===== config.mk =====
export PLATFORM = sky130hd
export DESIGN_NAME = demosaic_frame_ctrl
export DESIGN_NICKNAME = d
export VERILOG_FILES = /design/src/rtl/demosaic_frame_ctrl.sv
export SDC_FILE = /design/constraint.sdc
export NUM_CORES = 1
export LEC_CHECK = 0
export ABC_AREA = 1
export CAP_MARGIN = 30
export CORE_MARGIN = 4
export CORE_UTILIZATION = 41
export DETAILED_ROUTE_END_ITERATION = 8
export PLACE_DENSITY = 0.79
export SYNTH_ARGS = -nofsm -noshare
export SYNTH_HDL_FRONTEND = slang
export SYNTH_SLANG_ARGS = --single-unit

===== constraint.sdc =====
create_clock -name clk -period 1.4 [get_ports clk]
set_clock_uncertainty 0.05 [all_clocks]
set_input_delay 0.14 -clock clk [delete_from_list [all_inputs] [get_ports clk]]
set_output_delay 0.14 -clock clk [all_outputs]
set_load 0.05 [all_outputs]

===== src/rtl/demosaic_frame_ctrl.sv =====
// Frame-level sequencer for the Bayer demosaic core.
// Holds the core in reset between frames and releases it for one frame per start command.
// Routes core reads to a ping-pong source store and captures core output into a ping-pong
// destination store. Raises completion and hang status.
module demosaic_frame_ctrl #(
  parameter int unsigned DATA_WIDTH     = 12,
  parameter int unsigned ADDR_WIDTH     = 7,
  parameter int unsigned DATA_LENGTH    = 100,
  parameter int unsigned TIMEOUT_CYCLES = 4095,
  parameter int unsigned FCNT_W         = 8
) (
  input  logic                  clk,
  input  logic                  rst_n,
  input  logic [1:0]            cmd,
  input  logic                  cmd_valid,
  output logic                  busy,
  output logic                  frame_done,
  output logic                  timeout_err,
  output logic [FCNT_W-1:0]     frame_count,
  output logic                  src_bank,
  output logic                  dst_bank,
  output logic                  core_rst,
  input  logic [ADDR_WIDTH-1:0] core_w_addr,
  output logic [DATA_WIDTH-1:0] core_data_in,
  output logic [ADDR_WIDTH:0]   src_addr,
  input  logic [DATA_WIDTH-1:0] src_data,
  input  logic [ADDR_WIDTH-1:0] core_o_addr,
  input  logic [DATA_WIDTH-1:0] core_data_out,
  input  logic                  core_output_valid,
  input  logic                  core_done,
  output logic                  dst_we,
  output logic [ADDR_WIDTH:0]   dst_addr,
  output logic [DATA_WIDTH-1:0] dst_data
);

  localparam int unsigned CycW = $clog2(TIMEOUT_CYCLES + 1);
  localparam logic [ADDR_WIDTH:0] LenMax = (ADDR_WIDTH + 1)'(DATA_LENGTH);
  localparam logic [CycW-1:0]     CycMax = CycW'(TIMEOUT_CYCLES);

  typedef enum logic [2:0] {StIdle, StRel, StRun, StDone, StErr} state_e;

  state_e                  state_q, state_d;
  logic [ADDR_WIDTH:0]     cap_cnt_q, cap_cnt_d;
  logic [CycW-1:0]         cyc_q, cyc_d;
  logic                    terr_q, terr_d;
  logic [FCNT_W-1:0]       fcnt_q, fcnt_d;
  // Source and destination banks always flip together, so one flop serves both.
  logic                    bank_q, bank_d;
  logic                    dst_we_q, dst_we_d;
  logic [ADDR_WIDTH:0]     dst_addr_q, dst_addr_d;
  logic [DATA_WIDTH-1:0]   dst_data_q, dst_data_d;

  logic cmd_start, cmd_abort, cmd_clear;

  assign cmd_start = cmd_valid && (cmd == 2'b01);
  assign cmd_abort = cmd_valid && (cmd == 2'b10);
  assign cmd_clear = cmd_valid && (cmd == 2'b11);

  // Source read path is a straight combinational pass-through.
  assign src_addr     = {bank_q, core_w_addr};
  assign core_data_in = src_data;

  // Next-state, counters and capture register inputs.
  always_comb begin
    state_d    = state_q;
    cap_cnt_d  = cap_cnt_q;
    cyc_d      = cyc_q;
    terr_d     = terr_q;
    fcnt_d     = fcnt_q;
    bank_d     = bank_q;
    dst_we_d   = 1'b0;
    dst_addr_d = dst_addr_q;
    dst_data_d = dst_data_q;

    unique case (state_q)
      StIdle: begin
        if (cmd_start) begin
          state_d = StRel;
        end else if (cmd_clear) begin
          terr_d = 1'b0;
        end
      end
      StRel: begin
        cap_cnt_d = '0;
        cyc_d     = '0;
        state_d   = cmd_abort ? StIdle : StRun;
      end
      StRun: begin
        // Abort beats both capture and completion in the same cycle.
        if (cmd_abort) begin
          state_d = StIdle;
        end else begin
          if (cyc_q != CycMax) begin
            cyc_d = cyc_q + 1'b1;
          end
          // The core keeps valid high in its finish state; extra beats are dropped.
          if (core_output_valid && (cap_cnt_q < LenMax)) begin
            dst_we_d   = 1'b1;
            dst_addr_d = {bank_q, core_o_addr};
            dst_data_d = core_data_out;
            cap_cnt_d  = cap_cnt_q + 1'b1;
          end
          // Completion takes priority over a timeout in the same cycle.
          if ((cap_cnt_q == LenMax) && core_done) begin
            state_d = StDone;
          end else if (cyc_q == CycMax) begin
            state_d = StErr;
            terr_d  = 1'b1;
          end
        end
      end
      StDone: begin
        fcnt_d  = fcnt_q + 1'b1;
        bank_d  = ~bank_q;
        state_d = StIdle;
      end
      StErr: begin
        if (cmd_clear) begin
          terr_d  = 1'b0;
          state_d = StIdle;
        end
      end
      default: state_d = StIdle;
    endcase
  end

  // State and datapath registers.
  always_ff @(posedge clk or negedge rst_n) begin
    if (!rst_n) begin
      state_q    <= StIdle;
      cap_cnt_q  <= '0;
      cyc_q      <= '0;
      terr_q     <= 1'b0;
      fcnt_q     <= '0;
      bank_q     <= 1'b0;
      dst_we_q   <= 1'b0;
      dst_addr_q <= '0;
      dst_data_q <= '0;
    end else begin
      state_q    <= state_d;
      cap_cnt_q  <= cap_cnt_d;
      cyc_q      <= cyc_d;
      terr_q     <= terr_d;
      fcnt_q     <= fcnt_d;
      bank_q     <= bank_d;
      dst_we_q   <= dst_we_d;
      dst_addr_q <= dst_addr_d;
      dst_data_q <= dst_data_d;
    end
  end

  // Status outputs decoded from state. core_rst stays low through DONE so it
  // rises one cycle after frame_done.
  always_comb begin
    busy       = (state_q == StRel) || (state_q == StRun);
    frame_done = (state_q == StDone);
    core_rst   = !((state_q == StRun) || (state_q == StDone));
  end

  assign timeout_err = terr_q;
  assign frame_count = fcnt_q;
  assign src_bank    = bank_q;
  assign dst_bank    = bank_q;
  assign dst_we      = dst_we_q;
  assign dst_addr    = dst_addr_q;
  assign dst_data    = dst_data_q;

endmodule


==> flow_summary.yaml, run 1 <==
outcome:
  status: "finished, violations left"
  violations: "setup timing"
route:
  via_per_inst: 4.925
  route.final.wire_length_um: 8259
  antenna_left: 0
  drc_errors: 0
  drtIter0Drc: 149
  avgRoutedWirePerCell_um: 14.39
  vias: 2827
  dr.pass1.iters: 4
final_layout:
  area.sequential_sq_mm: 0.001355
  final_core_util: 0.6922
  fill_cells: 452
  n_antenna_cell: 0
  drive_gt1_frac: 0.3577
  multi_input_area_sq_mm: 0.001479
  finalInstanceArea_sq_mm: 0.004755
  mostFrequentLayoutCells: "nand2_1, buf_4, dfrtp_1"
  area_growth_pct: 61.84
  layout_commonest_cell: "nand2_1"
  final_nets: 526
worst_setup_path:
  critPathMaxStageDelay_ns: 0.44
  critical_path.cell_chain: "inv_1, nand3_4, buf_4, inv_1, buf_12"
  critPathMostFrequentCell: "inv_1"
  cp_max_fo: 4
  critical_path_class: "reg -> out"
  cp-start-kind: "flop"
  cpMaxStageDelayCell: "dfrtp_1"
  cp.arrival_ns: 1.51
  path_delay_family: "buffers and inverters"
  critical_path_buf_inv_count: 4
  cp.required_ns: 1.21
  crit_path_end_kind: "output port"
synthesis:
  syn_avg_cell_area_sq_um: 7.940
  syn_inst: 370
  netlist-cell-type-count: 26
  yosys_warnings: 0
  synthesis.nets: 419
  ys_seq_area_frac: 0.4600
  netlist_area_sq_mm: 0.002938
  synth-seq-cells: 54
global_routing:
  grt_pass1_wl_um: 13130
  grt_use_met3: 0.03656
  gr-usage-met2: 0.3450
  grt_antenna_before_repair: 0
  grt_pass1_vias: 2969
  gr-usage-all-layers: 0.1876
  grt_overflow: 0
  grt_max_degree: 39
  gr-usage-met1: 0.2142
  busiest_layer: "met2"
placed_design:
  place.gp.congestion: 0.8699
  dp_slack_ns: -0.2347
  portBuffers: 61
  dp_hpwl_um: 5674
  place_area_sq_mm: 0.004367
clock_network:
  clk_pin_slew_ns: 0.11
  cts_tree: "yes"
  clk_path_buf_depth: 2
  cts_buffers: 5
  cts_root_buffer: "clkbuf_8"
  clock-sinks: 54
  htreeDepth: 2
  clk_latency_ns: 0.32
sta:
  fmax_ghz: 0.5896
  setup_ws_ns: -0.2962
  worst_pin_slew_ns: 0.3967
  finalSetupViolations: 48
  slew_headroom: 0.7355
  rsz0062_at_grt: "true"
  hold_viol_final: 0
  final.min_clock_period_ns: 1.696
  maxSlewViolCount: 0
  fin_crit_sh: 1.212
power:
  total_leakage_power_nw: 2.278
  power.density_mw_per_mm2: 2036
  peakVddDrop_mv: 1.342
floorplan:
  fp.dieW_um: 92.65
  die_h_um: 92.65
  ioPinCount: 100
  core_sq_mm: 0.006869
  dieArea_sq_mm: 0.008584
  rows: 30
  start_util: 0.4277
min_path:
  hp-class: "in -> async"
run:
  drv_cap: 0
==> stage by stage <==
stage	power (mW)	TNS [ns]	hold slack, ns	instances
after floorplan	5.267	-0.3975	-0.2056	370
after global placement	7.913	-5.044	0.03155	556
after detailed placement	8.048	-5.937	0.04171	556
after CTS	9.427	-6.301	0.2303	571
after global routing	10.12	-12.35	0.2301	574
final	9.679	-7.808	0.2204	574
==> routing by layer <==
| layer | wire length [um] | vias to the layer above |
|---|---|---|
| met5 | 0 | - |
| li1 | - | 1369 |
| met2 | 4518 | 83 |
| met3 | 376 | 24 |
| met1 | 3153 | 1351 |
| met4 | 211 | 0 |
==> state kept, by name (all words and copies together) (netlist names) <==
register     count
cyc_q           12
dst_data        12
cap_cnt_q        8
dst_addr         8
frame_count      8
state_q          3
dst_bank         1
dst_we           1
timeout_err      1
==> cell type report <==
class,instances,area share
inverter,25,0.02026
timing repair buffer,129,0.3339
clock buffer,5,0.01447
tap,96,0.02526
clock inverter,3,0.01000
sequential,54,0.2850
multi-input combinational,262,0.3111
==> worst paths after layout <==
check / cells past startpoint / startpoint / to / slack [ns]
setup / recovery: 5 / state_q[2] / frame_done / -0.30
hold / removal: 2 / rst_n / cyc_q[4] / 0.22
setup reg to reg: 9 / state_q[2] / cap_cnt_q[5] / -0.21
hold reg to reg: 1 / frame_count[7] / frame_count[7] / 0.49
max in group asynchronous: 3 / rst_n / cyc_q[8] / 0.54
min in group clk: 0 / src_data[6] / core_data_in[6] / 0.23
==> cell families (layout without fill, tap and decap cells) <==
group | after synthesis | count (layout) | synth area share
simple gates | 211 | 211 | 0.3135
flops | 54 | 54 | 0.4600
buf+inv | 54 | 162 | 0.1060
compound gates | 35 | 35 | 0.06772
xor+xnor | 12 | 12 | 0.03577
fa+ha+maj | 4 | 4 | 0.01704
==> what timing repair did <==
action,CTS,global route
setup buffers,7,4
hold buffers,1,0
endpoints found under the setup margin,45,51
gates cloned,0,0
resized for setup,34,38
endpoints found under the hold margin,16,0
pin swaps,7,10
==> power by group <==
group	total (mW)	leakage, nW	switching, mW	internal, mW
Combinational	6.01	1.51	3.14	2.87
Clock	1.10	0.0587	0.559	0.543
Sequential	2.56	0.707	0.546	2.02
Total	9.68	2.28	4.24	5.43
==> worst register-to-register path: cells and delay by family, from the launching register on <==
family                 cells  cell delay [ns]
flip-flops                 1             0.44
buffers and inverters      2             0.32
AND/OR/NAND/NOR            7             0.76
==> cell usage after synthesis <==
cell type,n,share of area
xor2_1,7,0.021
nand4_1,7,0.015
nand2_1,134,0.17
buf_6,4,0.015
nand3b_1,2,0.0051
o21ai_2,5,0.015
nand3_2,4,0.014
nor2_1,29,0.037
dfrtp_1,54,0.46
nor2_2,3,0.0064
nor3b_1,3,0.0077
nor2_4,2,0.0077
buf_4,21,0.054
o21ai_0,23,0.039
nor3_1,2,0.0034
o21bai_1,1,0.0026
nand2_4,1,0.0038
clkbuf_1,4,0.0051
xnor2_1,5,0.015
or2_1,1,0.0021
a21oi_1,5,0.0085
o21a_1,1,0.0026
ha_1,4,0.017
inv_1,25,0.032
nand3_1,20,0.034
nand2_2,3,0.0064
(Power assumes the default switching activity.)
==> run 2, diff against run 1 <==
--- a/config.mk
+++ b/config.mk
@@ -5,12 +5,12 @@
 export SDC_FILE = /design/constraint.sdc
 export NUM_CORES = 1
 export LEC_CHECK = 0
-export ABC_AREA = 1
 export CAP_MARGIN = 30
 export CORE_MARGIN = 4
-export CORE_UTILIZATION = 41
+export CORE_UTILIZATION = 40
 export DETAILED_ROUTE_END_ITERATION = 8
-export PLACE_DENSITY = 0.79
+export PLACE_DENSITY = 0.8
+export SLEW_MARGIN = 20
 export SYNTH_ARGS = -nofsm -noshare
 export SYNTH_HDL_FRONTEND = slang
 export SYNTH_SLANG_ARGS = --single-unit
==> run 2 against run 1 <==
The run still ends with setup timing left. Sequential share of layout area increased by 0.056 points. Worst hold slack worse by 0.027 ns. Count of clock-buffer cells in the layout rose by 1. First-iteration DRC count shrank 22%. Synthesized cell count decreased by 34%. Utilization grew 5.0 points. Power down 11%. Area after synthesis fell by 9.6%. Combinational power is 15% lower. Clock power decreased by 14%. Register-to-register slack got worse by 0.28 ns. Largest power group unchanged.
==> flow_summary.yaml, run 2 <==
sta:
  worst_pin_slew_ns: 0.3866
  finalSetupViolations: 57
  setup_ws_ns: -0.4920
  fin_crit_sh: 1.351
  slew_headroom: 0.7423
  fmax_ghz: 0.5285
  maxSlewViolCount: 0
  hold_viol_final: 0
  final.min_clock_period_ns: 1.892
  rsz0062_at_grt: "true"
final_layout:
  instances_no_fill: 446
  final_nets: 417
  n_antenna_cell: 0
  area_growth_pct: 78.47
  mostFrequentLayoutCells: "dfrtp_1, buf_4, buf_12"
  layout_commonest_cell: "dfrtp_1"
  drive_gt1_frac: 0.5285
  fill_cells: 363
  finalInstanceArea_sq_mm: 0.004741
placed_design:
  place_area_sq_mm: 0.004050
  portBuffers: 61
  place.gp.congestion: 0.8941
  dp_cells: 412
  dp_hpwl_um: 4826
synthesis:
  synth-seq-cells: 54
  synth-edff-count: 0
  netlist_area_sq_mm: 0.002656
  synth.area.top_cells: "dfrtp_1, mux2_2, buf_4"
  ys_seq_area_frac: 0.5087
  yosys_warnings: 0
  netlist-cell-type-count: 39
  synth_top_area_share: 0.5087
  synth.most_common_cell: "dfrtp_1"
  synth_top_area_cell: "dfrtp_1"
  synthesis.nets: 295
  syn_inst: 246
  synth_commonest_cells: "dfrtp_1, nand2_1, buf_4, mux2_2, nand3_1"
  syn_avg_cell_area_sq_um: 10.80
  synth_ff_type: "dfrtp_1"
  async_flop_share: 1.000
route:
  route.final.wire_length_um: 7911
  via_per_inst: 5.224
  drc_errors: 0
  antenna_left: 0
  vias: 2330
  avgRoutedWirePerCell_um: 17.74
  drtIter0Drc: 116
  dr.pass1.iters: 4
clock_network:
  clock-sinks: 54
  cts_tree: "yes"
  clk_pin_slew_ns: 0.11
  htreeDepth: 2
  clk_latency_ns: 0.32
  cts_root_buffer: "clkbuf_8"
  clk_path_buf_depth: 2
  cts_buffers: 5
global_routing:
  grt_pass1_vias: 2366
  grt_overflow: 0
  grt_max_degree: 28
  gr-usage-all-layers: 0.1994
  grt_pass1_wl_um: 12060
  grt_antenna_before_repair: 0
power:
  power.density_mw_per_mm2: 1825
  peakVddDrop_mv: 1.878
  total_leakage_power_nw: 2.179
worst_setup_path:
  cp.arrival_ns: 2.09
  cp.required_ns: 1.60
  crit_path_end_kind: "flop"
  cp-start-kind: "flop"
  critPathLaunch: "cyc_q[1]"
  cp_max_fo: 4
  critical_path_class: "reg -> reg"
  r2r_slack_ns: -0.49
  r2r-start: "cyc_q[1]"
floorplan:
  dieArea_sq_mm: 0.008008
  ioPinCount: 100
  die_h_um: 89.49
  rows: 29
  start_util: 0.4159
  fp.dieW_um: 89.49
  core_sq_mm: 0.006386
outcome:
  status: "finished, violations left"
  violations: "setup timing"
run:
  drv_cap: 0
min_path:
  hp-class: "in -> async"
==> run 2: cell types whose count changed in the layout (fill, tap and decap cells not counted), sizes merged, moves of 5 or more <==
| cell | change |
|---|---|
| buf | +16 |
| and2 | +5 |
| nand3 | -8 |
| o21ai | -25 |
| nand2 | -113 |
| inv | -19 |
| mux2 | +21 |
| mux2i | +7 |
| nor3 | +7 |
| nor2 | -26 |
==> run 2: path summary, 6_finish.rpt <==
path / end / cells past startpoint
worst max-delay path: state_q[2] / 5
worst min-delay path: dst_data[0] / 2
worst max register to register: state_q[2] / 5
worst min register to register: cap_cnt_q[7] / 1
max in group asynchronous: frame_count[0] / 3
min in group clk: src_addr[4] / 0
==> run 2: worst max-delay path, cell delays in order (launching register included) <==
cell and delay, ns:
dfrtp_1 0.38, ha_2 0.21, nand2_2 0.07, or4_4 0.52, or4_4 0.44, a21oi_2 0.14
==> run 2: routing by layer <==
| metal | up-vias | track usage | share of wire |
|---|---|---|---|
| li1 | 1091 | - | - |
| met1 | 1132 | 0.2432 | 0.38 |
| met2 | 95 | 0.3510 | 0.53 |
| met3 | 12 | 0.04332 | 0.072 |
| met4 | 0 | 0.06225 | 0.016 |
| met5 | - | 0 | 0 |
==> run 2: what timing repair did <==
action,CTS,global route
gates resized for setup,58,21
pin swaps,12,18
hold endpoints to repair,38,0
cloned,3,0
setup endpoints to repair,56,57
hold buffers,1,0
buffers inserted,16,13
==> run 2: through the flow <==
step | hold WS, ns | TNS [ns] | setup WS [ns] | util | power, mW
after floorplan | -0.2056 | -12.11 | -0.4909 | - | 4.802
after global placement | -0.005179 | -12.99 | -0.4263 | 0.6342 | 7.042
after detailed placement | 0.002194 | -14.95 | -0.4760 | 0.6342 | 7.160
after CTS | 0.2053 | -14.04 | -0.4435 | 0.7281 | 8.462
after global routing | 0.2235 | -20.69 | -0.5102 | 0.7424 | 9.019
final | 0.1936 | -15.98 | -0.4920 | 0.7424 | 8.652
==> run 2: power by group <==
group          leakage (nW)  total, mW  switching [mW]  internal (mW)
logic                  1.43       5.10            2.43           2.67
registers             0.696       2.60           0.548           2.05
clock network        0.0478      0.948           0.539          0.408
total                  2.18       8.65            3.52           5.14
==> run 2: area by class of cell <==
type / instances / area (sq um) / share of cell area
Clock buffer: 6 / 82.58 / 0.01742
Clock inverter: 2 / 16.27 / 0.003431
Sequential cell: 54 / 1354 / 0.2856
Tap cell: 77 / 96.34 / 0.02032
Inverter: 7 / 30.03 / 0.006334
Multi-Input combinational cell: 155 / 1379 / 0.2908
Timing Repair Buffer: 145 / 1783 / 0.3761
==> run 2: logic make-up (layout without fill, tap and decap cells) <==
logic type,count (synthesis),count (layout),synth area share
AOI/OAI and AO/OA,21,21,0.05935
xor gates and xnor gates,9,9,0.02968
adders and majority gates,4,4,0.01884
buffers and inverters,37,160,0.08290
DFF,54,54,0.5087
muxes,28,28,0.1154
and+or+nand+nor,93,93,0.1851
==> run 3, diff against run 2 <==
--- a/config.mk
+++ b/config.mk
@@ -7,9 +7,9 @@
 export LEC_CHECK = 0
 export CAP_MARGIN = 30
 export CORE_MARGIN = 4
-export CORE_UTILIZATION = 40
+export CORE_UTILIZATION = 48
 export DETAILED_ROUTE_END_ITERATION = 8
-export PLACE_DENSITY = 0.8
+export PLACE_DENSITY = 0.89
 export SLEW_MARGIN = 20
 export SYNTH_ARGS = -nofsm -noshare
 export SYNTH_HDL_FRONTEND = slang
==> constraint.sdc (replaced) <==
create_clock -name clk -period 2.4 [get_ports clk]
set_clock_uncertainty 0.05 [all_clocks]
set_input_delay 0.24 -clock clk [delete_from_list [all_inputs] [get_ports clk]]
set_output_delay 0.24 -clock clk [all_outputs]
set_load 0.05 [all_outputs]
==> run 3 against run 2 <==
The flow now finishes without violations. Combinational power decreased by 64%. Critical path depth decreased by 2. Via count decreased by 14%. Global-route usage decreased by 2.5 points. Clock power decreased by 38%. Count of clock-buffer cells in the layout decreased by 1. First-iteration DRC count decreased by 25%. Worst hold slack improved by 0.19 ns. Cell count decreased by 19%. Die area decreased by 15%. Design area decreased by 30%. Non-clock buffer count decreased by 78. Critical endpoint is now busy. Largest cell class is now flip-flops and latches. Largest power group unchanged.
==> flow_summary.yaml, run 3 (synthesis gave the netlist of run 2 again) <==
power:
  total_leakage_power_nw: 1.431
  power_mw: 3.853
  p_seq_frac: 0.368
  power.density_mw_per_mm2: 1160
  switching_share: 0.4321
  p_clk_frac: 0.152
  p_int_mw: 2.188
  pwr-share-comb: 0.479
  switchingPower_mw: 1.665
  peakVddDrop_mv: 0.7227
route:
  drtIter0Drc: 87
  avgRoutedWirePerCell_um: 15.41
  route.final.wire_length_um: 5546
  dr.pass1.iters: 5
  via_per_inst: 5.597
  drc_errors: 0
  antenna_left: 0
  vias: 2015
global_routing:
  grt_overflow: 0
  grt_max_degree: 37
  grt_pass1_vias: 1981
  grt_pass1_wl_um: 9114
  grt_antenna_before_repair: 0
  gr-usage-all-layers: 0.1743
clock_network:
  cts_buffers: 5
  clock-sinks: 54
  htreeDepth: 2
  cts_root_buffer: "clkbuf_8"
  clk_path_buf_depth: 2
  ctsResizeCount: 0
  cts_tree: "yes"
  clk_pin_slew_ns: 0.09
  clk_latency_ns: 0.30
placed_design:
  place.gp.congestion: 0.8014
  place_area_sq_mm: 0.003203
  portBuffers: 61
  dp_cells: 352
  dp_hpwl_um: 4142
  dp_slack_ns: 0.3710
final_layout:
  final_nets: 339
  instances_no_fill: 360
  final_core_util: 0.6340
  drive_gt1_frac: 0.1345
  mostFrequentLayoutCells: "clkdlybuf4s50_1, dfrtp_1, nand2_1"
  fill_cells: 404
  layout_commonest_cell: "clkdlybuf4s50_1"
  area_growth_pct: 25.01
  finalInstanceArea_sq_mm: 0.003321
  n_antenna_cell: 0
sta:
  maxSlewViolCount: 0
  fin_crit_sh: 0.9518
  holdWs_ns: 0.3864
  fmax_ghz: 0.4378
  hold_viol_final: 0
  rsz0062_at_grt: "false"
  final.min_clock_period_ns: 2.284
  finalSetupViolations: 0
  fin_tns_setup_ns: 0
  worst_pin_slew_ns: 0.5482
  slew_headroom: 0.6334
  setup_ws_ns: 0.1156
floorplan:
  fp.dieW_um: 82.39
  ioPinCount: 100
  dieArea_sq_mm: 0.006788
  core_sq_mm: 0.005238
  rows: 26
  die_h_um: 82.39
  start_util: 0.5072
min_path:
  hp-class: "in -> async"
outcome:
  status: "complete, no violations"
worst_setup_path:
  crit_path_end_kind: "output port"
  critical_path_class: "reg -> out"
  cp_max_fo: 10
  cp.arrival_ns: 1.99
  r2r_slack_ns: 0.34
  cp.required_ns: 2.11
  cp-start-kind: "flop"
run:
  drv_cap: 0
-- run 3: cell types whose count changed in the layout (fill, tap and decap cells not counted), moves of 25 or more --
cell,previous run,this run
buf_12,41,1
buf_4,51,5
buf_6,25,0
clkdlybuf4s50_1,24,59
-- run 3: path summary, 6_finish.rpt --
| kind | start | endpoint | cells past startpoint |
|---|---|---|---|
| worst min register to register | frame_count[7] | frame_count[7] | 1 |
| min in group clk | src_data[5] | core_data_in[5] | 0 |
| worst max-delay path | state_q[1] | busy | 3 |
| max in group asynchronous | rst_n | timeout_err | 3 |
| worst max register to register | cyc_q[0] | state_q[2] | 5 |
| worst min-delay path | rst_n | cap_cnt_q[0] | 2 |
-- run 3: metal layers --
layer  track usage  wire length [um]  up-vias  part of all wire
li1              -                 -      941                 -
met1        0.2173              2156      969              0.39
met2        0.2893              2858       90              0.52
met3       0.03579               396       15             0.071
met4       0.08140               134        0             0.024
met5             0                 0        -                 0
-- run 3: timing repair --
item | CTS | global route
endpoints found under the hold margin | 20 | 0
hold buffers | 1 | 0
buffers inserted | 0 | 0
-- run 3: critical path: stages, from the launching register on --
cell and delay [ns]:
dfrtp_1 0.49, nand2b_1 0.23, a21oi_1 0.16, clkdlybuf4s50_1 0.81
-- run 3: area by class of cell --
class / count / area (sq um) / share of cell area
repair buffers: 67 / 663.1 / 0.1997
inverters: 7 / 26.28 / 0.007913
clock buffers: 5 / 68.82 / 0.02072
well taps: 70 / 87.58 / 0.02638
flip-flops and latches: 54 / 1351 / 0.4069
clock inverters: 2 / 38.79 / 0.01168
multi-input cells: 155 / 1085 / 0.3267
-- run 3: power groups by stage --
| stage | combinational (mW) | sequential (mW) | clock [mW] |
|---|---|---|---|
| 6_report | 1.85 | 1.42 | 0.587 |
| 3_5_place_dp | 1.86 | 1.44 | 0 |
| 2_1_floorplan | 0.634 | 2.11 | 0 |
| 4_1_cts | 1.86 | 1.42 | 0.598 |
| 5_1_grt | 1.95 | 1.47 | 0.654 |
| 3_3_place_gp | 1.82 | 1.42 | 0 |
